$ cat src/rtl/pong_pkg.sv
// Shared pong geometry (pixels) and ball engine state type.
// Derived positions are expressed from the base geometry so they stay consistent.
package pong_pkg;

   localparam logic [10:0] FIELD_W       = 11'd783;
   localparam logic [10:0] FIELD_H       = 11'd480;
   localparam logic [10:0] NET_H         = 11'd391;
   localparam logic [10:0] BALL_SIZE     = 11'd8;
   localparam logic [10:0] PADDLE_LEN    = 11'd64;
   localparam logic [10:0] PADDLE_W      = 11'd8;
   localparam logic [10:0] PADDLE_L_EDGE = 11'd16;
   localparam logic [10:0] PADDLE_L_FACE = PADDLE_L_EDGE + PADDLE_W;
   localparam logic [10:0] PADDLE_R_FACE = 11'd760;

   // Ball left-edge positions at which the rules fire
   localparam logic [10:0] BALL_H_MAX    = FIELD_W - BALL_SIZE;
   localparam logic [10:0] BALL_V_MAX    = FIELD_H - BALL_SIZE;
   localparam logic [10:0] R_HIT_H       = PADDLE_R_FACE - BALL_SIZE;
   localparam logic [10:0] SERVE_H       = NET_H - BALL_SIZE / 11'd2;
   localparam logic [10:0] SERVE_V       = FIELD_H / 11'd2 - BALL_SIZE / 11'd2;

   typedef enum logic {
      SERVE,
      PLAY
   } ball_state_t;

   // True when an 8-px ball at row v overlaps a paddle whose top is at row top.
   function automatic logic v_overlap(input logic [10:0] v, input logic [10:0] top);
      return ((v + BALL_SIZE) > top) && (v < (top + PADDLE_LEN));
   endfunction

endpackage

$ cat src/rtl/step_timer.sv
// Free-running prescaler: STROBE is high for one cycle every STEP_DIV clocks.
module step_timer #(
   parameter int unsigned STEP_DIV = 500000
) (
   input  logic CLOCK,
   input  logic RESET,
   output logic STROBE
);

   localparam int unsigned CW = (STEP_DIV > 1) ? $clog2(STEP_DIV) : 1;
   localparam logic [CW-1:0] LAST = CW'(STEP_DIV - 1);

   logic [CW-1:0] cnt_q, cnt_d;

   assign STROBE = (cnt_q == LAST);

   always_comb begin
      cnt_d = STROBE ? '0 : cnt_q + CW'(1);
   end

   always_ff @(posedge CLOCK) begin
      if (RESET) cnt_q <= '0;
      else       cnt_q <= cnt_d;
   end

endmodule

$ cat src/rtl/ball.sv
// Pong ball motion engine: serve delay, one-pixel steps, wall/paddle bounces,
// miss detection with one-cycle score pulses.
module ball
   import pong_pkg::*;
#(
   parameter int unsigned STEP_DIV    = 500000,
   parameter int unsigned SERVE_STEPS = 120
) (
   input  logic        CLOCK,
   input  logic        RESET,
   input  logic [7:0]  PADDLE_L,
   input  logic [7:0]  PADDLE_R,
   output logic [10:0] BALL_H,
   output logic [10:0] BALL_V,
   output logic        SCORE_L,
   output logic        SCORE_R,
   output logic        SERVING
);

   localparam int unsigned SW = (SERVE_STEPS > 1) ? $clog2(SERVE_STEPS) : 1;
   localparam logic [SW-1:0] SERVE_LAST = SW'(SERVE_STEPS - 1);

   ball_state_t   state_q, state_d;
   logic [10:0]   h_q, h_d, v_q, v_d;
   logic          dx_q, dx_d, dy_q, dy_d;   // 0 = +1, 1 = -1
   logic [SW-1:0] cnt_q, cnt_d;
   logic          score_l_q, score_l_d, score_r_q, score_r_d;
   logic          serving_q, serving_d;
   logic          strobe;
   logic [10:0]   pl, pr;

   step_timer #(.STEP_DIV(STEP_DIV)) u_step_timer (
      .CLOCK  (CLOCK),
      .RESET  (RESET),
      .STROBE (strobe)
   );

   assign pl = {2'b00, PADDLE_L, 1'b0};
   assign pr = {2'b00, PADDLE_R, 1'b0};

   always_comb begin
      state_d   = state_q;
      h_d       = h_q;
      v_d       = v_q;
      dx_d      = dx_q;
      dy_d      = dy_q;
      cnt_d     = cnt_q;
      score_l_d = 1'b0;
      score_r_d = 1'b0;
      if (strobe) begin
         unique case (state_q)
            SERVE: begin
               if (cnt_q == SERVE_LAST) begin
                  cnt_d   = '0;
                  state_d = PLAY;
               end else begin
                  cnt_d = cnt_q + SW'(1);
               end
            end
            PLAY: begin
               if (!dx_q && h_q == BALL_H_MAX) begin
                  score_l_d = 1'b1;
                  state_d   = SERVE;
                  h_d       = SERVE_H;
                  v_d       = SERVE_V;
                  dx_d      = 1'b0;
                  dy_d      = ~dy_q;
               end else if (dx_q && h_q == '0) begin
                  score_r_d = 1'b1;
                  state_d   = SERVE;
                  h_d       = SERVE_H;
                  v_d       = SERVE_V;
                  dx_d      = 1'b1;
                  dy_d      = ~dy_q;
               end else begin
                  // Horizontal and vertical reversals are independent so corner hits apply both
                  if (!dx_q && h_q == R_HIT_H && v_overlap(v_q, pr)) begin
                     dx_d = 1'b1;
                     h_d  = R_HIT_H - 11'd1;
                  end else if (dx_q && h_q == PADDLE_L_FACE && v_overlap(v_q, pl)) begin
                     dx_d = 1'b0;
                     h_d  = PADDLE_L_FACE + 11'd1;
                  end else begin
                     h_d = dx_q ? h_q - 11'd1 : h_q + 11'd1;
                  end
                  if (!dy_q && v_q == BALL_V_MAX) begin
                     dy_d = 1'b1;
                     v_d  = BALL_V_MAX - 11'd1;
                  end else if (dy_q && v_q == '0) begin
                     dy_d = 1'b0;
                     v_d  = 11'd1;
                  end else begin
                     v_d = dy_q ? v_q - 11'd1 : v_q + 11'd1;
                  end
               end
            end
            default: ;
         endcase
      end
      serving_d = (state_d == SERVE);
   end

   always_ff @(posedge CLOCK) begin
      if (RESET) begin
         state_q   <= SERVE;
         h_q       <= SERVE_H;
         v_q       <= SERVE_V;
         dx_q      <= 1'b1;
         dy_q      <= 1'b0;
         cnt_q     <= '0;
         score_l_q <= 1'b0;
         score_r_q <= 1'b0;
         serving_q <= 1'b1;
      end else begin
         state_q   <= state_d;
         h_q       <= h_d;
         v_q       <= v_d;
         dx_q      <= dx_d;
         dy_q      <= dy_d;
         cnt_q     <= cnt_d;
         score_l_q <= score_l_d;
         score_r_q <= score_r_d;
         serving_q <= serving_d;
      end
   end

   assign BALL_H  = h_q;
   assign BALL_V  = v_q;
   assign SCORE_L = score_l_q;
   assign SCORE_R = score_r_q;
   assign SERVING = serving_q;

endmodule

$ cat config.mk
export PLATFORM = sky130hd
export DESIGN_NAME = ball
export DESIGN_NICKNAME = d
export VERILOG_FILES = /design/src/rtl/pong_pkg.sv /design/src/rtl/step_timer.sv /design/src/rtl/ball.sv
export SDC_FILE = /design/constraint.sdc
export NUM_CORES = 1
export LEC_CHECK = 0
export ABC_AREA = 1
export CAP_MARGIN = 20
export CORE_MARGIN = 5
export CORE_UTILIZATION = 55
export CTS_CLUSTER_SIZE = 12
export DETAILED_ROUTE_END_ITERATION = 7
export DONT_BUFFER_PORTS = 1
export HOLD_SLACK_MARGIN = 0.05
export PLACE_DENSITY = 0.75
export SKIP_CTS_REPAIR_TIMING = 1
export SYNTH_ARGS = -nofsm -noshare
export SYNTH_HDL_FRONTEND = slang
export SYNTH_SLANG_ARGS = --single-unit
$ cat constraint.sdc
create_clock -name CLOCK -period 3.02 [get_ports CLOCK]
set_clock_uncertainty 0.1 [all_clocks]
set_input_delay 0.604 -clock CLOCK [delete_from_list [all_inputs] [get_ports CLOCK]]
set_output_delay 0.604 -clock CLOCK [all_outputs]
set_load 0.05 [all_outputs]
==> results.json, run 1 <==
{
  "routed_via_density": 5.55,
  "place_inst": 812,
  "timing_hold_violations_final": 0,
  "yosysSeqAreaShare_pct": 23.6,
  "critPathMaxFanout": 9,
  "synth_fp_nets": 764,
  "drc": 0,
  "fin_crit_sh_pct": 87.2,
  "synthMuxAreaShare_pct": 0,
  "post-route-min-period_ps": 2630,
  "crit_required_ps": 3170,
  "max_slew_margin_pct": 50.1,
  "critical_path_class": "reg2reg",
  "timing.fmax_ghz": 0.380,
  "synthAdderAreaFrac_pct": 15.3,
  "ys_warn_count": 0,
  "endpoint_kind": "flop",
  "yosys.area.top_type_share_pct": 23.6,
  "antenna_found_initial": 0,
  "synthArstFlopShare_pct": 0,
  "clkLatencyLatePin_ps": 310,
  "die-width_um": 101,
  "finalWirelength_mm": 11.9,
  "n_antenna_cell": 0,
  "tritoncts": "built",
  "clkTransAtPathRegs_ps": 100,
  "arrival_ps": 2780,
  "ant_nets": 0,
  "synth_area_leaders": "dfxtp_1 24%, ha_1 14%, nand2_1 13%, inv_1 7.4%, a21oi_1 5.7%",
  "die_h_um": 101,
  "final_cell_mix": "158 x nand2_1, 91 x inv_1, 68 x nor2_1, 54 x dfxtp_1, 53 x ha_1",
  "intPower_mw": 1.00,
  "avgSynthCellArea_um2": 6.64,
  "drt-initial-drc-count": 344,
  "rsz0062_at_grt": "false",
  "drive_above_1_share_pct": 8.25,
  "rows": 33,
  "swShare_pct": 23.3,
  "grt-ovfl-total": 0,
  "ctsHtreeMaxLevel": 2,
  "numPortBuffers": 0,
  "synth_area_um2": 4590,
  "clock-sinks": 54,
  "synth_edf_count": 0,
  "ys_types": 38,
  "routedWlPerCell_um": 14.5,
  "p_switching_mw": 0.304,
  "track_usage_pct": 23.2,
  "clockBufferDepth": 2,
  "grt_pass1_wl_mm": 19.4,
  "grt_pass1_vias": 4281,
  "hold_ws_ps": 250,
  "syn2layout_area_growth_pct": 8.21,
  "layout.cells.non_filler": 820,
  "finalSetupViolCount": 0,
  "synth_top_family_by_area": "simple AND/OR/NAND/NOR gates",
  "synth_simple_gate_area_share_pct": 35.3,
  "gp_congestion": 0.952,
  "maxSlewViolCount": 0,
  "vias": 4551,
  "synth_ff_type": "dfxtp_1",
  "synth_largest_area_cell": "dfxtp_1",
  "ios": 43,
  "dieArea_um2": 10300,
  "synth_compound_area_share_pct": 10.9,
  "numCtsBuffers": 5,
  "synth_seq_cells": 54,
  "nets": 787,
  "power_density_nw_per_um2": 263,
  "fin_tns_setup_ps": 0,
  "dp_hpwl_mm": 9.50,
  "p_leak_nw": 2.32,
  "final_common_cell": "nand2_1",
  "clockRootBuffer": "clkbuf_8",
  "syn_inst": 691,
  "critPathLaunchType": "flop",
  "firstDrtPassIters": 6,
  "combinationalPowerShare_pct": 7.8,
  "cap_violations": 0,
  "irDropWorstVdd_mv": 0.261,
  "tightestPinTransition_ps": 747,
  "initial_core_util_pct": 56.1,
  "pwr-share-clk_pct": 37.3,
  "seqPwrFrac_pct": 54.9,
  "status": "completed",
  "grt_start_max_net_pins": 20,
  "core_um2": 8180,
  "synth_xor_area_share_pct": 6.11,
  "holdCritPathClass": "in2reg"
}
## per-layer routing
layer	vias to the layer above	global-route usage, %	share of wire, %
met5	-	0	0
met4	0	7.77	2.1
met3	24	4.34	6.3
met2	143	39.3	47
met1	2056	29.5	44
li1	2328	-	-
## final timing paths
path	cells after the start	end	slack, ps	startpoint
worst max-delay path	15	BALL_H[10]$_SDFFE_PP0P_	390	BALL_V[6]$_SDFFE_PP1P_
worst min-delay path	1	BALL_H[3]$_SDFFE_PP0P_	250	RESET
worst max register to register	15	BALL_H[10]$_SDFFE_PP0P_	390	BALL_V[6]$_SDFFE_PP1P_
worst min register to register	1	u_step_timer.cnt_q[0]$_SDFF_PP0_	350	u_step_timer.cnt_q[0]$_SDFF_PP0_
## area by class of cell
type / instances / area [µm²]
fill: 768 / 3210
multi-input combinational: 530 / 3100
sequential: 54 / 1080
inverter: 102 / 383
timing repair buffer: 21 / 158
tap: 105 / 131
clock buffer: 6 / 72.6
clock inverter: 2 / 37.5
## cell usage after synthesis (6+ instances only)
cell	n
inv_1	91
nand2_1	158
inv_2	10
o211ai_1	6
nand4_1	21
o21ai_0	20
nor2_1	68
nor3_1	20
xnor2_1	11
dfxtp_1	54
ha_1	53
a21oi_1	52
xor2_1	21
nand3_1	47
## worst max-delay path, cell delays in order (launching register included)
cell and delay (ps):
dfxtp_1 570, nand2_1 120, inv_1 130, nand2_1 80, xor2_1 170, ha_1 300
nand2_1 70, nor2_1 120, nand3_1 90, nand2_1 70, nand2_1 80, nand3_1 130
nand2_1 110, nor2_1 180, nand3_1 110, a21oi_1 140
## power by group through the flow
| stage | Sequential, mW | Combinational, mW | Clock [mW] |
|---|---|---|---|
| global route | 0.717 | 0.117 | 0.524 |
| finish | 0.717 | 0.102 | 0.487 |
| CTS | 0.717 | 0.101 | 0.499 |
| global placement | 0.733 | 0.0953 | 0 |
| floorplan | 0.733 | 0.0808 | 0 |
| detailed placement | 0.733 | 0.101 | 0 |
## cells by family after synthesis
| logic type | after synthesis |
|---|---|
| flip-flops | 54 |
| AO/OA/AOI/OAI | 92 |
| adder cells (fa/ha/maj) | 55 |
| buffers and inverters | 107 |
| XOR/XNOR | 32 |
| AND/OR/NAND/NOR | 351 |
## registers in the layout (all words and copies together), names as in the netlist
register,cells
dy_q,1
u_step_timer.cnt_q,19
dx_q,1
cnt_q,7
SERVING,1
SCORE_R,1
SCORE_L,1
state_q,1
BALL_H,11
BALL_V,11
## stage by stage
step	area [µm²]	power, mW	utilization [%]	worst slack (ps)
CTS	4960	1.32	60.7	469
finish	4960	1.31	60.7	386
global placement	4850	0.829	59.4	544
global route	4960	1.36	60.7	196
detailed placement	4850	0.834	59.4	484
floorplan	4590	0.814	-	394
No activity file was read; power rests on OpenSTA's default activity.
==> run 2: changes to the inputs <==
- RECOVER_POWER: not set -> 100
==> run 2 against run 1 <==
Compared with the run above: power about the same; via count grew 0.44%; final area decreased by 1.6%; register-to-register slack got worse by 97 ps; sequential share of layout area rose by 0.36 points; die area unchanged; sequential power is essentially flat; clock power about the same; highest routed layer unchanged.
==> results.json, run 2 (synthesized netlist as in run 1, its figures left out) <==
{
  "hold_ws_ps": 248,
  "numCtsBuffers": 5,
  "ant_nets": 0,
  "finalSetupViolCount": 0,
  "drt-initial-drc-count": 303,
  "numPortBuffers": 0,
  "drive_above_1_share_pct": 5.17,
  "clockBufferDepth": 2,
  "final_util_pct": 59.7,
  "irDropWorstVdd_mv": 0.261,
  "rsz0062_at_grt": "false",
  "finalWirelength_mm": 11.9,
  "clockRootBuffer": "clkbuf_8",
  "dp_hpwl_mm": 9.50,
  "status": "completed",
  "rows": 33,
  "final_common_cell": "nand2_1",
  "fin_tns_setup_ps": 0,
  "clkLatencyLatePin_ps": 310,
  "endpoint_kind": "flop",
  "timing.fmax_ghz": 0.366,
  "ctsHtreeMaxLevel": 2,
  "max_slew_margin_pct": 32.8,
  "clkTransAtPathRegs_ps": 100,
  "cap_violations": 0,
  "track_usage_pct": 23.2,
  "dieArea_um2": 10300,
  "ios": 43,
  "post-route-min-period_ps": 2730,
  "final_cell_mix": "158 x nand2_1, 92 x inv_1, 70 x nor2_1, 54 x dfxtp_1, 53 x ha_1",
  "clock-sinks": 54,
  "fin_crit_sh_pct": 90.4,
  "tightestPinTransition_ps": 1010,
  "firstDrtPassIters": 5,
  "critPathMaxFanout": 10,
  "crit_required_ps": 3120,
  "syn2layout_area_growth_pct": 6.46,
  "fin_area_um2": 4880,
  "grt_start_max_net_pins": 20,
  "holdCritPathClass": "in2reg",
  "initial_core_util_pct": 56.1,
  "largest_register_ffs": 19,
  "gp_congestion": 0.952,
  "grt-ovfl-total": 0,
  "antenna_found_initial": 0,
  "largest-register": "u_step_timer.cnt_q",
  "timing_hold_violations_final": 0,
  "n_antenna_cell": 0,
  "place_ws_ps": 484,
  "die_h_um": 101,
  "maxSlewViolCount": 0,
  "grt_pass1_vias": 4281,
  "routedWlPerCell_um": 14.5,
  "core_um2": 8180,
  "arrival_ps": 2830,
  "power_density_nw_per_um2": 267,
  "p_leak_nw": 2.26,
  "routed_via_density": 5.57,
  "fin_ws_ps": 289,
  "vias": 4571,
  "tritoncts": "built",
  "die-width_um": 101,
  "drc": 0,
  "place_area_um2": 4850,
  "critical_path_class": "reg2reg",
  "critPathLaunchType": "flop",
  "grt_pass1_wl_mm": 19.4,
  "nets": 787
}
[run 2: cell count changes in the layout (fill, tap and decap cells not counted), moves of 2 or more]
cell      before  now
o21ai_0       20   22
inv_2         10    8
buf_4         21    5
o21ai_1        3    1
nor2_1        68   70
clkbuf_1       1   17
[run 2: worst paths after layout]
path,startpoint,slack [ps],endpoint,depth (start not counted)
worst min register to register,u_step_timer.cnt_q[0]$_SDFF_PP0_,350,u_step_timer.cnt_q[0]$_SDFF_PP0_,1
worst min-delay path,RESET,250,BALL_H[6]$_SDFFE_PP0P_,1
worst max-delay path,BALL_H[10]$_SDFFE_PP0P_,290,BALL_H[0]$_SDFFE_PP1P_,10
worst max register to register,BALL_H[10]$_SDFFE_PP0P_,290,BALL_H[0]$_SDFFE_PP1P_,10
[run 2: where the power goes]
| group | switching [mW] | leakage [nW] | internal (mW) | total, mW |
|---|---|---|---|---|
| clock network | 0.239 | 0.0514 | 0.248 | 0.486 |
| logic | 0.0627 | 1.77 | 0.0387 | 0.101 |
| registers | 0.00199 | 0.436 | 0.715 | 0.717 |
[run 2: metal layers]
metal  global-route usage (%)  part of all wire, %  wire (µm)  vias up
li1                         -                    -          -     2327
met1                     29.5                   44       5180     2085
met2                     39.3                   48       5660      135
met3                     4.34                  6.8        803       24
met4                     7.77                  2.1        244        0
met5                        0                    0          0        -
[run 2: through the flow]
stage	cells	total power, mW
after floorplan	691	0.814
after global placement	812	0.829
after detailed placement	812	0.834
after CTS	820	1.32
after global routing	820	1.36
final	820	1.30
[run 2: cell type report]
class	instances	area, µm²
Fill cell	788	3290
Multi-Input combinational cell	530	3080
Sequential cell	54	1080
Inverter	102	383
Tap cell	105	131
Timing Repair Buffer	21	97.6
Clock buffer	6	72.6
Clock inverter	2	37.5
[run 2: worst max-delay path, stage by stage, from the launching register on]
cell	delay, ps
dfxtp_1	330
clkbuf_1	640
inv_1	180
nand4_1	210
nor2_1	60
nand2_1	160
nand2_1	180
nor2_2	460
nand3_1	150
nand2_1	80
o211ai_1	80
